File: src/rtl/tlb_l1_pkg.sv
// rtl/tlb_l1_pkg.sv - shared types and constants for the L1 TLB
package tlb_l1_pkg;

  localparam int TLB_ENTRIES = 8;
  localparam int IDX_W       = 3;
  localparam int VPN_W       = 27;
  localparam int PPN_W       = 44;

  typedef enum logic [2:0] {
    ST_IDLE      = 3'd0,
    ST_LOOKUP    = 3'd1,
    ST_WALK_REQ  = 3'd2,
    ST_WALK_WAIT = 3'd3,
    ST_RESPOND   = 3'd4
  } tlb_state_t;

  typedef struct packed {
    logic             valid;
    logic [VPN_W-1:0] vpn;
    logic [PPN_W-1:0] ppn;
    logic             dirty;
    logic             exec;
  } tlb_entry_t;

  // A VA is canonical when bits 63..39 all replicate bit 38
  function automatic logic is_canonical(input logic [63:0] va);
    return (va[63:39] == {25{va[38]}});
  endfunction

endpackage

File: src/rtl/tlb_l1.sv
// rtl/tlb_l1.sv - 8-entry fully associative L1 TLB with page-walk miss path
module tlb_l1
  import tlb_l1_pkg::*;
(
  input  logic        clk,
  input  logic        reset_n,
  input  logic        req_valid,
  input  logic [63:0] req_va,
  input  logic        req_store,
  output logic        req_ready,
  output logic        rsp_valid,
  output logic [63:0] rsp_pa,
  output logic        rsp_fault,
  output logic        rsp_dirty,
  output logic        rsp_exec,
  input  logic        flush,
  output logic        walk_req,
  output logic [63:0] walk_va,
  input  logic        walk_rsp_valid,
  input  logic [63:0] walk_pa,
  input  logic        walk_fault,
  input  logic        walk_dirty,
  input  logic        walk_exec
);

  tlb_state_t        state_q;
  logic [63:0]       va_q;
  logic              store_q;
  logic              flush_pending_q;
  logic [IDX_W-1:0]  rr_q;
  tlb_entry_t        entries [TLB_ENTRIES];

  logic              hit;
  logic [IDX_W-1:0]  hit_idx;
  logic              any_free;
  logic [IDX_W-1:0]  free_idx;
  logic [IDX_W-1:0]  victim_idx;
  tlb_entry_t        fill_entry;
  logic              unused_walk_pa_bits;

  // Walker supplies a 4 KiB-granular PA; only bits 55..12 are stored
  assign unused_walk_pa_bits = ^{walk_pa[63:56], walk_pa[11:0]};

  assign req_ready = (state_q == ST_IDLE);

  // CAM match of the registered VA against every valid entry
  always_comb begin
    hit     = 1'b0;
    hit_idx = '0;
    for (int i = 0; i < TLB_ENTRIES; i++) begin
      if (entries[i].valid && (entries[i].vpn == va_q[38:12])) begin
        hit     = 1'b1;
        hit_idx = IDX_W'(i);
      end
    end
  end

  // Victim choice: lowest-index free slot, else the round-robin slot
  always_comb begin
    any_free = 1'b0;
    free_idx = '0;
    for (int i = TLB_ENTRIES - 1; i >= 0; i--) begin
      if (!entries[i].valid) begin
        any_free = 1'b1;
        free_idx = IDX_W'(i);
      end
    end
    victim_idx = any_free ? free_idx : rr_q;
  end

  // Entry image built from the walker result
  always_comb begin
    fill_entry       = '0;
    fill_entry.valid = 1'b1;
    fill_entry.vpn   = va_q[38:12];
    fill_entry.ppn   = walk_pa[55:12];
    fill_entry.dirty = walk_dirty;
    fill_entry.exec  = walk_exec;
  end

  // Control FSM, entry array and registered response/walk outputs
  always_ff @(posedge clk) begin
    if (!reset_n) begin
      state_q         <= ST_IDLE;
      va_q            <= '0;
      store_q         <= 1'b0;
      flush_pending_q <= 1'b0;
      rr_q            <= '0;
      rsp_valid       <= 1'b0;
      rsp_pa          <= '0;
      rsp_fault       <= 1'b0;
      rsp_dirty       <= 1'b0;
      rsp_exec        <= 1'b0;
      walk_req        <= 1'b0;
      walk_va         <= '0;
      for (int i = 0; i < TLB_ENTRIES; i++) begin
        entries[i].valid <= 1'b0;
      end
    end else begin
      rsp_valid <= 1'b0;
      rsp_fault <= 1'b0;
      walk_req  <= 1'b0;

      case (state_q)
        ST_IDLE: begin
          if (req_valid) begin
            va_q    <= req_va;
            store_q <= req_store;
            state_q <= ST_LOOKUP;
          end
        end

        ST_LOOKUP: begin
          if (!is_canonical(va_q)) begin
            rsp_valid <= 1'b1;
            rsp_fault <= 1'b1;
            rsp_pa    <= '0;
            rsp_dirty <= 1'b0;
            rsp_exec  <= 1'b0;
            state_q   <= ST_IDLE;
          end else if (hit && !(store_q && !entries[hit_idx].dirty)) begin
            rsp_valid <= 1'b1;
            rsp_pa    <= {8'd0, entries[hit_idx].ppn, va_q[11:0]};
            rsp_dirty <= entries[hit_idx].dirty;
            rsp_exec  <= entries[hit_idx].exec;
            state_q   <= ST_IDLE;
          end else begin
            // A store to a clean page must re-walk so the walker can set D
            if (hit) begin
              entries[hit_idx].valid <= 1'b0;
            end
            walk_req <= 1'b1;
            walk_va  <= va_q;
            state_q  <= ST_WALK_REQ;
          end
        end

        ST_WALK_REQ: begin
          if (flush) begin
            flush_pending_q <= 1'b1;
          end
          state_q <= ST_WALK_WAIT;
        end

        ST_WALK_WAIT: begin
          if (flush) begin
            flush_pending_q <= 1'b1;
          end
          if (walk_rsp_valid) begin
            if (!walk_fault && !flush_pending_q && !flush) begin
              entries[victim_idx] <= fill_entry;
              if (!any_free) begin
                rr_q <= rr_q + IDX_W'(1);
              end
            end
            rsp_valid <= 1'b1;
            rsp_fault <= walk_fault;
            rsp_pa    <= walk_fault ? 64'd0 : {8'd0, walk_pa[55:12], va_q[11:0]};
            rsp_dirty <= walk_dirty;
            rsp_exec  <= walk_exec;
            state_q   <= ST_RESPOND;
          end
        end

        ST_RESPOND: begin
          flush_pending_q <= 1'b0;
          state_q         <= ST_IDLE;
        end

        default: begin
          state_q <= ST_IDLE;
        end
      endcase

      // Flush is applied last so it overrides any fill or hit in this cycle
      if (flush) begin
        for (int i = 0; i < TLB_ENTRIES; i++) begin
          entries[i].valid <= 1'b0;
        end
      end
    end
  end

endmodule
File: config.mk
export PLATFORM = sky130hd
export DESIGN_NAME = tlb_l1
export DESIGN_NICKNAME = d
export VERILOG_FILES = /design/src/rtl/tlb_l1_pkg.sv /design/src/rtl/tlb_l1.sv
export SDC_FILE = /design/constraint.sdc
export NUM_CORES = 1
export LEC_CHECK = 0
export BUFFER_PORTS_ARGS = -buffer_cell sky130_fd_sc_hd__buf_2
export CORE_MARGIN = 2
export CORE_UTILIZATION = 55
export CTS_CLUSTER_SIZE = 10
export DETAILED_ROUTE_END_ITERATION = 8
export HOLD_SLACK_MARGIN = 0.03
export PLACE_DENSITY = 0.86
export SLEW_MARGIN = 20
export SYNTH_ARGS = -nofsm -noshare
export SYNTH_HDL_FRONTEND = slang
export SYNTH_SLANG_ARGS = --single-unit
File: constraint.sdc
create_clock -name clk -period 9.25 [get_ports clk]
set_clock_uncertainty 0.1 [all_clocks]
set_input_delay 1.3875 -clock clk [delete_from_list [all_inputs] [get_ports clk]]
set_output_delay 1.3875 -clock clk [all_outputs]
set_load 0.005 [all_outputs]
# ---- Word-level counts from Yosys, hierarchy flattened
# Memories as Yosys holds them, arrays and structs flattened.
# Index checks and enable logic that the tools add are counted.
dict set report classes {
  addsub 1
  n_eq_ne 25
  muxes 89
  bitwise_logic 58
  reduce_logical 30
}
# operator count
set op_table {}
lappend op_table {{$eq A27 B27 Y1} 8}
lappend op_table {{$mux W64} 3}
lappend op_table {{$mux W74} 2}
lappend op_table {{$reduce_or A74 Y1} 2}
lappend op_table {{$pmux W64 S2} 1}
lappend op_table {{$mux W3} 19}
lappend op_table {{$mux W56} 1}
lappend op_table {{$mux W1} 53}
lappend op_table {{$eq A3 B3 Y1 const B} 9}
lappend op_table {{$eq A25 B25 Y1} 1}
lappend op_table {{$and A1 B1 Y1} 23}
lappend op_table {{$not A1 Y1} 18}
lappend op_table {{$logic_and A1 B1 Y1} 12}
lappend op_table {{$pmux W3 S4} 1}
lappend op_table {{$pmux W1 S2} 5}
lappend op_table {{$reduce_and A3 Y1} 3}
lappend op_table {{$and A1 B1 Y1 const B} 8}
lappend op_table {{$mux W2} 4}
lappend op_table {{$or A1 B1 Y1} 8}
lappend op_table {{$eq A3 B2 Y1 const B} 2}
lappend op_table {{$reduce_and A2 Y1} 3}
lappend op_table {{$logic_not A1 Y1} 5}
lappend op_table {{$ne A2 B2 Y1 const B} 2}
lappend op_table {{$reduce_and A4 Y1} 1}
lappend op_table {{8 further kinds} 9}
dict set report totals {
  ff_bits 205
  ramBits 592
  out_inout_bits 134
  n_memories 1
}
# memory words word_bits rd rd_ports_with_merged_regs wr line
set mem_list {}
lappend mem_list {entries 8 74 9 0 8 tlb_l1.sv:31} ;# tlb_entry_t entries [TLB_ENTRIES];

# ---- Depth between registers and ports, before layout
# Gate-level depths: netlist of run 1.
# An unclocked memory read counts as a cell.
dict set report depth {
  word_depth 31
  depth_mapped 15
}

# ---- Worst setup path after synthesis of run 1
# OpenSTA, ideal clock, no wires.
dict set report synth_timing {
  kind {input port to flip-flop}
  startpoint {input port reset_n}
  endpoint {memory entries[4][0] (netlist bit), enable pin}
  arrival_time_ns 6.060
  required_ns 8.645
  slack_ns 2.585
  stages 7
  path_cell_list {clkbuf_1 clkinv_1 nor2_1 nand4b_1 or3_1 buf_1 nor2_1}
}
# item line
set synth_lines {}
lappend synth_lines {{start: declaration} tlb_l1.sv:6} ;# input logic reset_n,
lappend synth_lines {{end: declaration} tlb_l1.sv:31}

==> results.md, run 1 <==
- Max layer used: met5
- H-tree depth: 3
- Yosys top cell by area: edfxtp_1
- Launch point of the worst path: va_q[31]
- Number of I/O pins: between 200 and 300
- Total length of routed met3 wires: 10.8 mm
- CP cell instances: xnor2_1 > nand4_1 > nor4_1 > nand4_1 > buf_4 > o21ai_1 > o21ba_2 > buf_4 > a21o_1 > nand2_1 > nor2_4 > buf_4 > buf_4
- RSZ-0062 raised after global routing: no
- Crit-path leading delay family: buffers and inverters
- Fmax: around 170 MHz
- Sequential share of the synthesized area: 0.673
- Final wirelength: 86.8 mm
- R2R Path Start: va_q[31]
- Dpl hpwl: 50.9 mm
- Top post-synthesis cells by area: edfxtp_1 55%, dfxtp_1 13%, mux2i_1 4.5%
- Crit path time final: between 6 and 7 ns
- Tot GR Track Use: 0.284
- Hold Path Cell Cnt: 2
- Synthesized area: 0.0322 mm2
- R2r worst-path depth: 13
- # hold bufs at CTS: 0
- Die width: between 200 and 250 um
- Post-synth EDFFs: 587
- # setup viols final: 0
- Gr ovfl total: 0
- Worst path most repeated cell: buf_4
- First-pass GRT wire length: ~130 mm
- Layout cells sized above 1: 0.158
- CP Class: flip-flop to flip-flop
- Final Hold Fails: 0
- Slew @ Worst Pin: 1.16 ns
- Via count: 22100
- Clock sink count: just under 800
- CP max FO: 88
- Critical path required time: between 9 and 10 ns
- Worst skew pair latency: roughly 0.65 ns
- Placer Congestion: ~0.95
- DR iter-0 viols: ~2500
- Critical hold path startpoint: walk_va[60]
- Die area: approximately 0.060 mm2
- Peak supply drop: between 150 and 200 uV
- Hold endpoint: walk_va[60]
- CTS tree: yes
- FF+latch count, synth: 789
- TNS Setup: 0 ns
- Placement Rows: 88
- Number of distinct library cells after synthesis: 77
- Post-synthesis cell count: about 2400
- Starting Density: 0.557
- Worst Setup Start Kind: flip-flop
- CTS-repair resized insts: 0
- Util after Layout: 0.634
- Area grow syn2layout: 13.9%
- Postcts setup bufs: 0
- Max incr delay on CP: approximately 0.85 ns
- Setup crit end kind: flip-flop
- Routed wl met2: a little over 40 mm
- Core Box Area: just under 0.06 mm2
- Vias in the first global route: between 20000 and 25000
- Pwr dens: about 200 mW/mm2
- WL/cell: 24.9 um
- Final nets: 2798
- Clock Tree Buf Depth: 3
- Largest net degree at the start of global routing: between 100 and 150
- Max-slew violations: 0
- DRT met1 WL: around 31 mm
- CP Buf/Inv Count: 4
- Synth async-reset ratio: 0
- Root buffer cell: clkbuf_16
- Most common cell after layout, fill and taps aside: edfxtp_1
- Total CTS buffers: 90
- Via density: around 6.3
- Crit path DAT: between 6 and 7 ns
- Top FF cell, synth: edfxtp_1
- Status: completed
- Die Y: approximately 250 um
- Reg-to-reg slack, setup: approximately 3.2 ns
- Leak Pwr: ~15 nW
- Clock slew at reported path FFs: around 0.050 ns
- DRT antenna net count: 0
- Highest-delay cell along the critical path: dfxtp_1
- Max cap viols: 0
- Initial antenna violation count: 4
- Period Utilization, post-route: 0.655
- Buffers on Ports: 242
- Most frequent cells in the layout: 587 x edfxtp_1, 328 x nand2_1, 241 x buf_2
- Worst reg2reg path endpoint: entries[4][2]
- Max_slew headroom: 0.229
- Remaining DRCs: 0
- Crit. path cell count: 13
- Synth Warn #: 0
- Share of the synthesized area in the top cell type: 0.548
- Hold Path Class: flip-flop to flip-flop
- First-pass DRT Iterations: 5
- Avg Synthesized Cell Area: 13.2 um2
through the flow:
step	cell area, um2	worst slack (ns)	hold slack, ns	std cells	power, mW
2_1_floorplan	32200	2.59	0.345	2449	4.08
3_3_place_gp	34000	3.37	0.334	3332	4.18
3_5_place_dp	34000	3.24	0.346	3332	4.19
4_1_cts	36600	3.17	0.353	3479	7.38
5_1_grt	36700	3.10	0.368	3482	7.54
6_report	36700	3.19	0.352	3483	7.38
cell type report:
| class | instances | area, um2 |
|---|---|---|
| Clock inverter | 10 | 183 |
| Clock buffer | 137 | 2460 |
| Antenna cell | 3 | 7.51 |
| Multi-Input combinational cell | 1485 | 9790 |
| Tap cell | 765 | 957 |
| Sequential cell | 789 | 21700 |
| Timing Repair Buffer | 284 | 1560 |
| Fill cell | 3994 | 21100 |
| Inverter | 10 | 40.0 |
Yosys cell counts (all sizes together) (14+ instances only):
| cell | number |
|---|---|
| nand3 | 14 |
| and2 | 116 |
| a21oi | 128 |
| edfxtp | 587 |
| nor2 | 78 |
| a211oi | 17 |
| xor2 | 76 |
| buf | 63 |
| xnor2 | 142 |
| clkbuf | 97 |
| a31oi | 48 |
| o21ai | 22 |
| nand2 | 331 |
| nor4 | 40 |
| nor3 | 15 |
| o221ai | 88 |
| nand4 | 78 |
| mux2i | 144 |
| o31ai | 38 |
| dfxtp | 202 |
sequential cells by signal, indices dropped and copies added (netlist names), 3 cells and up:
register / count
rr_q: 3
entries: 592
va_q: 64
state_q: 3
rsp_pa: 56
walk_va: 64
routing by layer:
metal | track usage | up-vias
li1 | - | 9499
met1 | 0.371 | 10700
met2 | 0.457 | 1623
met3 | 0.0596 | 277
met4 | 0.129 | 4
met5 | 0 | -
worst min-delay path: cells and delay by family (launching register included):
family,cells,cell delay (ns)
AND/OR/NAND/NOR,1,0.05
flip-flops,1,0.30
AO/OA/AOI/OAI,1,0.05
worst max path at each step:
stage	end	slack (ns)
3_5_place_dp	entries[0][66]	3.24
6_report	entries[4][2]	3.19
2_1_floorplan	entries[4][0]	2.59
4_1_cts	entries[0][52]	3.17
3_3_place_gp	entries[0][61]	3.37
5_1_grt	entries[1][71]	3.10
kinds of logic after synthesis:
logic type / synth area share
flops: 0.673
simple gates: 0.113
compound gates: 0.0816
xor+xnor: 0.0593
buf+inv: 0.0269
mux: 0.0455
fa+ha+maj: 0.000389
other cells: 0.000117
report_power, final:
group,total (mW),switching (mW),leakage (nW),internal [mW]
logic,0.313,0.195,4.88,0.118
registers,3.82,0.0421,8.38,3.78
clock network,3.25,1.37,1.26,1.88
total,7.38,1.60,14.5,5.77
Note: power is estimated with default switching activity, not from simulation.
==> inputs of run 2 (changes only) <==
clock period = 5.6 ns   (was 9.25 ns; I/O delays follow)
==> results.md, run 2 (synthesized netlist as in run 1, its figures left out) <==
- Final wirelength: 89.9 mm (was 86.8 mm)
- Peak supply drop: 285 uV (was 157 uV)
- CTS-repair resized insts: 0 (unchanged)
- DRT antenna net count: 0 (unchanged)
- First-pass GRT wire length: 133 mm (was 129 mm)
- Die area: 0.0605 mm2 (unchanged)
- # hold bufs at CTS: 0 (unchanged)
- Initial antenna violation count: 5 (was 4)
- Most common cell after layout, fill and taps aside: edfxtp_1 (unchanged)
- Core Box Area: 0.0578 mm2 (unchanged)
- Inst Count DP: 3374 (was 3332)
- Max-slew violations: 0 (unchanged)
- Starting Density: 0.557 (unchanged)
- DRT met1 WL: 32.8 mm (was 31.4 mm)
- Buffers on Ports: 242 (unchanged)
- Clock Tree Buf Depth: 3 (unchanged)
- Via count: 22300 (was 22100)
- Pwr dens: 328 mW/mm2 (was 201 mW/mm2)
- RSZ-0062 raised after global routing: no (unchanged)
- Largest Register: entries (unchanged)
- Leak Pwr: 14.8 nW (was 14.5 nW)
- Total length of routed met3 wires: 10.2 mm (was 10.8 mm)
- Crit path DAT: 5.74 ns (was 6.23 ns)
- Postcts setup bufs: 0 (unchanged)
- Highest-delay cell along the critical path: dfxtp_1 (unchanged)
- Clock sink count: 789 (unchanged)
- Finished Layout Cells: 3530 (was 3483)
- Biggest regs: entries: 592 flops, va_q: 64 flops, walk_va: 64 flops (unchanged)
- Status: completed (unchanged)
- Worst Setup Start Kind: flip-flop (unchanged)
- Max cap viols: 0 (unchanged)
- Clock slew at reported path FFs: 0.05 ns (about the same)
- Remaining DRCs: 0 (unchanged)
- CP Class: flip-flop to flip-flop (unchanged)
- Max layer used: met4 (was met5)
- Placement Rows: 88 (unchanged)
- Total CTS buffers: 90 (unchanged)
- Crit-path leading delay family: simple AND/OR/NAND/NOR gates (was buffers and inverters)
- CP Buf/Inv Count: 1 (was 4)
- First-pass DRT Iterations: 6 (was 5)
- Dpl hpwl: 54.4 mm (was 50.9 mm)
- Layout cells sized above 1: 0.171 (was 0.158)
- CTS tree: yes (unchanged)
- Die Y: 246 um (unchanged)
- Placer Congestion: 0.959 (was 0.946)
- Root buffer cell: clkbuf_16 (unchanged)
- Final nets: 2839 (was 2798)
- Fmax: 185 MHz (was 165 MHz)
- Crit path time final: 5.39 ns (was 6.06 ns)
- Via density: 6.30 (was 6.34)
- Number of I/O pins: 271 (unchanged)
- Max_slew headroom: 0.258 (was 0.229)
- Setup crit end kind: flip-flop (unchanged)
- Tot GR Track Use: 0.293 (was 0.284)
- Worst skew pair latency: 0.63 ns (was 0.65 ns)
- Die width: 246 um (unchanged)
- CP cell instances: buf_4 > xnor2_1 > nand4_1 > nor4_1 > nor2b_1 > nor2_1 > mux2_2 > o221ai_1 > a41oi_4 > and2_1 > o21ai_0 (was xnor2_1 > nand4_1 > nor4_1 > nand4_1 > buf_4 > o21ai_1 > o21ba_2 > buf_4 > a21o_1 > nand2_1 > nor2_4 > buf_4 > buf_4)
- Most frequent cells in the layout: 587 x edfxtp_1, 328 x nand2_1, 241 x buf_2 (unchanged)
- Gr ovfl total: 0 (unchanged)
- Vias in the first global route: 22000 (was 21800)
- Slew @ Worst Pin: 1.11 ns (was 1.16 ns)
- Critical path required time: 5.95 ns (was 9.43 ns)
- Period Utilization, post-route: 0.963 (was 0.655)
- TNS Setup: 0 ns (unchanged)
- Hold Path Class: flip-flop to flip-flop (unchanged)
- Fillers: 3956 (was 3994)
- Worst Hold Slack: 0.352 ns (about the same)
- DR iter-0 viols: 2437 (was 2527)
- Largest register FFs: 592 (unchanged)
- Largest net degree at the start of global routing: 93 (was 103)
- CP max FO: 23 (was 88)
- # setup viols final: 0 (unchanged)
- Routed wl met2: 43.3 mm (was 41.0 mm)
- WL/cell: 25.5 um (was 24.9 um)
- Max incr delay on CP: 0.83 ns (was 0.85 ns)
- H-tree depth: 3 (unchanged)
- Area grow syn2layout: 15.3% (was 13.9%)
- Final Hold Fails: 0 (unchanged)
-- run 2: cell count changes in the layout (fill, tap and decap cells not counted), moves of 2 or more --
cell,delta
buf_12,+13
buf_4,+29
bufinv_16,-2
clkbuf_16,+2
clkbuf_8,+3
clkinv_16,-2
clkinv_8,-2
diode_2,+4
inv_16,+2
-- run 2: layout make-up --
class / count / area [um2] / share of cell area
timing repair buffer: 325 / 2010 / 0.0542
multi-input combinational: 1485 / 9780 / 0.264
clock inverter: 8 / 76.3 / 0.00206
sequential: 789 / 21700 / 0.584
clock buffer: 141 / 2550 / 0.0687
antenna: 7 / 17.5 / 0.000472
tap: 765 / 957 / 0.0258
inverter: 10 / 40.0 / 0.00108
-- run 2: tightest hold or removal path, delay by kind of cell, from the launching register on --
family | cells | cell delay (ns)
flip-flops | 1 | 0.30
AND/OR/NAND/NOR | 1 | 0.05
AO/OA/AOI/OAI | 1 | 0.05
-- run 2: power by group --
part	internal (mW)	leakage [nW]	switching, mW	total [mW]
clock network	3.10	1.27	2.23	5.33
logic	0.212	5.13	0.327	0.539
registers	6.24	8.38	0.0775	6.32
-- run 2: path summary, 6_finish.rpt --
check,from,end,slack (ns),depth (start not counted)
max,va_q[24],rsp_pa[5],0.21,11
min,walk_va[60],walk_va[60],0.35,2
max reg2reg,va_q[24],rsp_pa[5],0.21,11
min reg2reg,walk_va[60],walk_va[60],0.35,2
-- run 2: layer usage --
metal / GRT usage / up-vias
met5: 0 / -
met4: 0.132 / 0
met3: 0.0545 / 251
met2: 0.478 / 1520
met1: 0.383 / 10900
li1: - / 9585
-- run 2: through the flow --
step,area (um2),utilization,total power [mW],setup slack [ns]
5_1_grt,37100,0.642,12.5,0.114
3_3_place_gp,34500,0.596,6.94,0.685
3_5_place_dp,34500,0.596,6.95,0.523
4_1_cts,37100,0.642,12.2,0.444
6_report,37100,0.642,12.2,0.209
2_1_floorplan,32200,-,6.74,0.574
